**config.mk**
```make
export PLATFORM = sky130hd
export DESIGN_NAME = call_sequencer
export DESIGN_NICKNAME = d
export VERILOG_FILES = /design/src/rtl/call_sequencer.sv
export SDC_FILE = /design/constraint.sdc
export NUM_CORES = 1
export LEC_CHECK = 0
export CORE_UTILIZATION = 44
export DETAILED_ROUTE_END_ITERATION = 12
export PLACE_DENSITY_LB_ADDON = 0.25
export SLEW_MARGIN = 40
export SYNTH_ARGS = -nofsm -noshare
export SYNTH_HDL_FRONTEND = slang
export SYNTH_SLANG_ARGS = --single-unit
```
**constraint.sdc**
```tcl
create_clock -name clk -period 4.7 [get_ports clk]
set_input_delay 0.705 -clock clk [delete_from_list [all_inputs] [get_ports clk]]
set_output_delay 0.705 -clock clk [all_outputs]
set_load 0.01 [all_outputs]
```
**src/rtl/call_sequencer.sv**
```systemverilog
// call_sequencer: hands one argument tuple at a time to an external compute
// core, waits (bounded) for its completion strobe and queues the returned
// results in a small FIFO for a downstream consumer.
//
// Handshakes (both sides): a transfer happens on a rising clk edge where
// valid and ready are both 1. in_ready depends only on registered state and
// rst, never on in_valid; out_valid depends only on registered FIFO state,
// never on out_ready. The core side is a start pulse (r_enable) answered by a
// single-cycle completion strobe (w_enable) carrying the result.
module call_sequencer #(
  parameter int TIMEOUT    = 1024,
  parameter int FIFO_DEPTH = 2
) (
  input  logic        clk,
  input  logic        rst,
  input  logic        in_valid,
  output logic        in_ready,
  input  logic [9:0]  in_a,
  input  logic [9:0]  in_b,
  input  logic [9:0]  in_c,
  input  logic [9:0]  in_d,
  input  logic [12:0] in_e,
  input  logic [9:0]  in_f,
  input  logic [12:0] in_g,
  output logic        r_enable,
  output logic        controlArr,
  output logic [9:0]  init_a,
  output logic [9:0]  init_b,
  output logic [9:0]  init_c,
  output logic [9:0]  init_d,
  output logic [12:0] init_e,
  output logic [9:0]  init_f,
  output logic [12:0] init_g,
  input  logic        w_enable,
  input  logic [12:0] result,
  output logic        out_valid,
  input  logic        out_ready,
  output logic [12:0] out_result,
  output logic        err_timeout,
  output logic [1:0]  dbg_state
);

  // The counter only has to reach TIMEOUT-1 (last WAIT cycle).
  localparam int CW = (TIMEOUT > 1) ? $clog2(TIMEOUT) : 1;

  typedef enum logic [1:0] {
    S_IDLE  = 2'd0,
    S_START = 2'd1,
    S_WAIT  = 2'd2
  } state_t;

  state_t         state_q;
  logic [CW-1:0]  wait_cnt_q;
  logic           r_enable_q;
  logic           err_q;
  logic [9:0]     init_a_q, init_b_q, init_c_q, init_d_q, init_f_q;
  logic [12:0]    init_e_q, init_g_q;

  // Two-entry result FIFO: storage, pointers and occupancy.
  logic [12:0]    mem_q [2];
  logic           wr_ptr_q;
  logic           rd_ptr_q;
  logic [1:0]     count_q;

  logic           push;
  logic           pop;

  // A completion strobe only counts while a call is actually waiting.
  assign push = (state_q == S_WAIT) && w_enable && (count_q < 2'(FIFO_DEPTH));
  assign pop  = out_valid && out_ready;

  assign in_ready    = !rst && (state_q == S_IDLE) && (count_q < 2'(FIFO_DEPTH));
  assign out_valid   = (count_q != 2'd0);
  assign out_result  = out_valid ? mem_q[rd_ptr_q] : 13'd0;
  assign r_enable    = r_enable_q;
  assign controlArr  = 1'b0;
  assign err_timeout = err_q;
  assign dbg_state   = state_q;
  assign init_a      = init_a_q;
  assign init_b      = init_b_q;
  assign init_c      = init_c_q;
  assign init_d      = init_d_q;
  assign init_e      = init_e_q;
  assign init_f      = init_f_q;
  assign init_g      = init_g_q;

  // Call FSM: accept -> one-cycle start pulse -> bounded wait for the core.
  always_ff @(posedge clk or posedge rst) begin
    if (rst) begin
      state_q    <= S_IDLE;
      wait_cnt_q <= '0;
      r_enable_q <= 1'b0;
      err_q      <= 1'b0;
      init_a_q   <= '0;
      init_b_q   <= '0;
      init_c_q   <= '0;
      init_d_q   <= '0;
      init_e_q   <= '0;
      init_f_q   <= '0;
      init_g_q   <= '0;
    end else begin
      r_enable_q <= 1'b0;
      case (state_q)
        S_IDLE: begin
          if (in_valid && in_ready) begin
            init_a_q   <= in_a;
            init_b_q   <= in_b;
            init_c_q   <= in_c;
            init_d_q   <= in_d;
            init_e_q   <= in_e;
            init_f_q   <= in_f;
            init_g_q   <= in_g;
            r_enable_q <= 1'b1;
            state_q    <= S_START;
          end
        end
        S_START: begin
          wait_cnt_q <= '0;
          state_q    <= S_WAIT;
        end
        S_WAIT: begin
          if (w_enable) begin
            state_q <= S_IDLE;
          end else if (wait_cnt_q == CW'(TIMEOUT - 1)) begin
            err_q   <= 1'b1;
            state_q <= S_IDLE;
          end else begin
            wait_cnt_q <= wait_cnt_q + 1'b1;
          end
        end
        default: state_q <= S_IDLE;
      endcase
    end
  end

  // Result FIFO: simultaneous push and pop keeps the count and the order.
  always_ff @(posedge clk or posedge rst) begin
    if (rst) begin
      mem_q[0] <= '0;
      mem_q[1] <= '0;
      wr_ptr_q <= 1'b0;
      rd_ptr_q <= 1'b0;
      count_q  <= 2'd0;
    end else begin
      if (push) begin
        mem_q[wr_ptr_q] <= result;
        wr_ptr_q        <= ~wr_ptr_q;
      end
      if (pop) begin
        rd_ptr_q <= ~rd_ptr_q;
      end
      case ({push, pop})
        2'b10:   count_q <= count_q + 2'd1;
        2'b01:   count_q <= count_q - 2'd1;
        default: count_q <= count_q;
      endcase
    end
  end

endmodule

```
==> results.md <==
STA:
- Setup repair after global routing left no endpoint under its margin.
- The post-route fraction of the period consumed by the critical path is 62.98%.
- For the finished layout, the period the worst path requires is 2.960 ns.
- The final count of negative-setup-slack endpoints is 0.
- The upper clock frequency limit is 337.8 MHz.
- Final hold analysis gives a worst-case slack of 0.4808 ns.
- The final-report max-slew violation count is 0.
- The number of hold-slack violations in the final timing report is 0.
- The final setup skew is 0.005622 ns.
- For the pin with the worst max-slew slack, the measured transition is between 0.7 and 0.8 ns.
- For the final routed database, the setup TNS stands at 0 ns.
- Measured against its own limit, the worst slew margin works out to between 40% and 50%.

Global route:
- Global routing used between 20% and 30% of the available tracks across all layers.
- The maximum number of pins on one net before global-route repair is 58.
- The first global-routing pass estimated 17.54 mm of wire.
- The number of antenna violations at the first check in global routing was 0.
- For this run the aggregate overflow at the end of global routing stands at 0.
- The via count of the first global-routing pass was 3595.

Placement:
- Input and output buffers added on the ports amount to between 150 and 200.
- At the end of routability-driven placement, the weighted congestion stood at 0.7516.
- The count of placed standard cells including taps is 649.
- Detailed placement ended at an HPWL of 7.684 mm.

Finish:
- Of the cells placed in the final design, the portion with a size suffix greater than 1 is 20.96%.
- Counting the fill cells in the layout gives 779.
- Relative to the synthesized area, the layout overhead comes to 53.53%.
- For this run, the number of standard cells in the final layout without fillers is about 680.
- Cells fill 69.59% of the core in the end.
- For this run, the post-layout net count is 624.
- The number of antenna diodes in the final layout is 0.

Drt:
- Detailed routing placed a total of 5.019 mm of wire on met2.
- In the routed design, unresolved DRC markers number 0.
- The final routed wire length divided by cell count is approximately 16 microns.
- The wire length the detailed router placed on met1 is ~4.4 mm.
- Summed over all nets, wire length on met3 after detailed routing comes to 1.252 mm.
- In the routed layout, each cell is associated on average with a via count of 4.987.
- The count of TritonRoute iterations in the first routing pass is 4.
- The count of nets left with antenna violations once routing finished came out at 0.
- The via total after detailed routing is 3386.
- The final routed wirelength across all metal layers is approximately 11 mm.
- In this run, the number of DRC markers left after iteration 0 of detailed routing was 95.
- In this run the top signal layer used is met4.

Synthesis:
- The leading register cell type out of synthesis is dfrtp_1.
- The post-synthesis async set-or-reset flop share is 100.0%.
- Summed over its instances, the top area cell type makes up between 60% and 70% of the synthesized netlist area.
- By count the netlist is led by 120 x dfrtp_1, 74 x mux2_2, 29 x mux2_1.
- In this run the mean area of a mapped cell was roughly 15 sq um.
- Counting distinct cell types in the post-synthesis netlist gives 39.
- The net count after synthesis is 429.
- The number of instances in the synthesized netlist is 333.
- Of the synthesized area, sequential elements account for 61.12%.
- The netlist area before placement is 0.004913 sq mm.
- The Yosys step of the flow raised 0 warnings.
- Yosys attributes the largest share of cell area to dfrtp_1 61%, mux2_2 17%, mux2_1 6.6%, mux2i_1 3.7%, nor2_1 1.3%.
- In the post-synthesis netlist, the cell with the most instances is dfrtp_1.
- The largest area contributor in the netlist is dfrtp_1.
- After synthesis the netlist holds a flip-flop and latch count of 120.
- Yosys mapped a number of flops with a built-in enable equal to 0.

Die:
- From bottom edge to top edge, the die measures 107.7 microns.
- 190 I/O pins were placed.
- The x dimension of the die is 107.7 microns.
- The floorplan has 38 rows.
- The die outline area is 0.01159 sq mm.
- The starting density of the core is between 40% and 50%.
- The core box area is approximately 0.011 sq mm.

Power and ir drop:
- The power density of the placed cells is 676.6 mW/mm^2.
- The largest vdd supply drop is around 0.34 mV.
- For this design the static power due to leakage is 3.249 nW.

Critical path:
- The worst setup path category is reg2out.
- Of all nets on the critical path, the largest fanout is 14.
- The worst setup path is captured at an output pin.
- The worst setup path is launched from a register.
- The required time of the critical path is 3.99 ns.
- Data on the critical path arrives at its endpoint at approximately 2.3 ns.

CTS:
- After clock tree synthesis, the clock-pin slew on the worst setup and hold paths is 0.06 ns.
- The count of buffers added by post-CTS timing repair for setup is 0.
- The level count of the clock H-tree is 4.
- The number of buffers added by the clock tree synthesis step is 17.
- The number of resized instances in the post-cts repair step is 0.
- The TritonCTS clock tree is yes.
- The TritonCTS sink count is 120.
- The cts-stage hold buffer count is 0.
- No sink is reached through more buffers than the 2 on the longest clock path.
- The source-to-sink clock delay at the later pin of the worst-skew pair is 0.50 ns.
- The clock root buffer master is clkbuf_8.

Hold path:
- The worst min-delay path category is reg2reg.

Run:
- The tool flagged a number of max-cap violations equal to 0.

Outcome:
- The run finished with clean final reports.
[final timing paths]
| check | start | endpoint | slack (ns) | cells after the start |
|---|---|---|---|---|
| max | rd_ptr_q | out_result[12] | 1.74 | 3 |
| min | init_e[6] | init_e[6] | 0.48 | 1 |
| max reg2reg | dbg_state[0] | init_c[7] | 2.54 | 4 |
| min reg2reg | init_e[6] | init_e[6] | 0.48 | 1 |
| max in group asynchronous | rst | mem_q[18] | 3.05 | 3 |
| min in group asynchronous | rst | dbg_state[0] | 0.76 | 2 |
[report_power, final]
part / switching (W) / leakage (nW) / internal, W
registers: 0.000298 / 1.47 / 0.00151
clock network: 0.000426 / 0.319 / 0.000961
logic: 0.000695 / 1.46 / 0.00121
[registers in the layout (all words and copies together) (netlist names)]
| register | count |
|---|---|
| mem_q | 26 |
| init_e | 13 |
| init_g | 13 |
| init_a | 10 |
| init_b | 10 |
| init_c | 10 |
| init_d | 10 |
| init_f | 10 |
| wait_cnt_q | 10 |
| count_q | 2 |
| dbg_state | 2 |
| err_timeout | 1 |
| r_enable | 1 |
| rd_ptr_q | 1 |
| wr_ptr_q | 1 |
[cells in the final DEF, fill, tap and decap left out, drive strengths merged, types with 2 or more instances in the layout]
cell type / count
clkdlybuf4s50: 188
ha: 2
dfrtp: 120
xnor2: 3
mux2i: 18
xor2: 2
nand2b: 2
nor2: 17
o21ai: 2
buf: 4
and2: 2
nor3: 2
nand2: 12
clkbuf: 21
and3: 3
inv: 4
bufinv: 5
nand4: 2
mux2: 103
nand3: 5
clkinv: 4
nor4: 2
[metal layers]
layer	up-vias	track usage, %
li1	1568	-
met1	1645	23.00
met4	0	8.513
met3	14	8.656
met5	-	0
met2	159	32.83
[per-stage QoR]
step	cell area [sq um]	setup slack, ns	power (W)
finish	7543	1.740	0.005104
global placement	6882	1.903	0.003669
CTS	7543	1.682	0.005171
detailed placement	6904	1.939	0.003755
floorplan	4913	0.8092	0.002654
global route	7543	1.584	0.005403
[critical path: stages, from the launching register on]
cell and delay [ns]:
dfrtp_1 0.85, mux2i_1 0.17, nor2_1 0.14, clkdlybuf4s50_1 0.59
[cells by family (layout without fill, tap and decap cells)]
group | after synthesis | count (layout) | share of synthesized area [%]
and+or+nand+nor | 53 | 53 | 5.755
DFF | 120 | 120 | 61.12
AOI/OAI and AO/OA | 11 | 11 | 1.706
buffers and inverters | 20 | 226 | 2.673
other | 1 | 1 | 0.07632
adders and majority gates | 2 | 2 | 0.5092
muxes | 121 | 121 | 27.27
xor gates and xnor gates | 5 | 5 | 0.8914
[area by class of cell]
class / count / area, sq um / share of cell area, %
multi-input cells: 193 / 1784 / 23.65
inverters: 4 / 17.52 / 0.2322
repair buffers: 192 / 1924 / 25.51
flip-flops and latches: 120 / 3003 / 39.81
clock inverters: 9 / 170.2 / 2.256
clock buffers: 21 / 469.2 / 6.220
well taps: 140 / 175.2 / 2.322
Power figures use the tool's default switching activity.
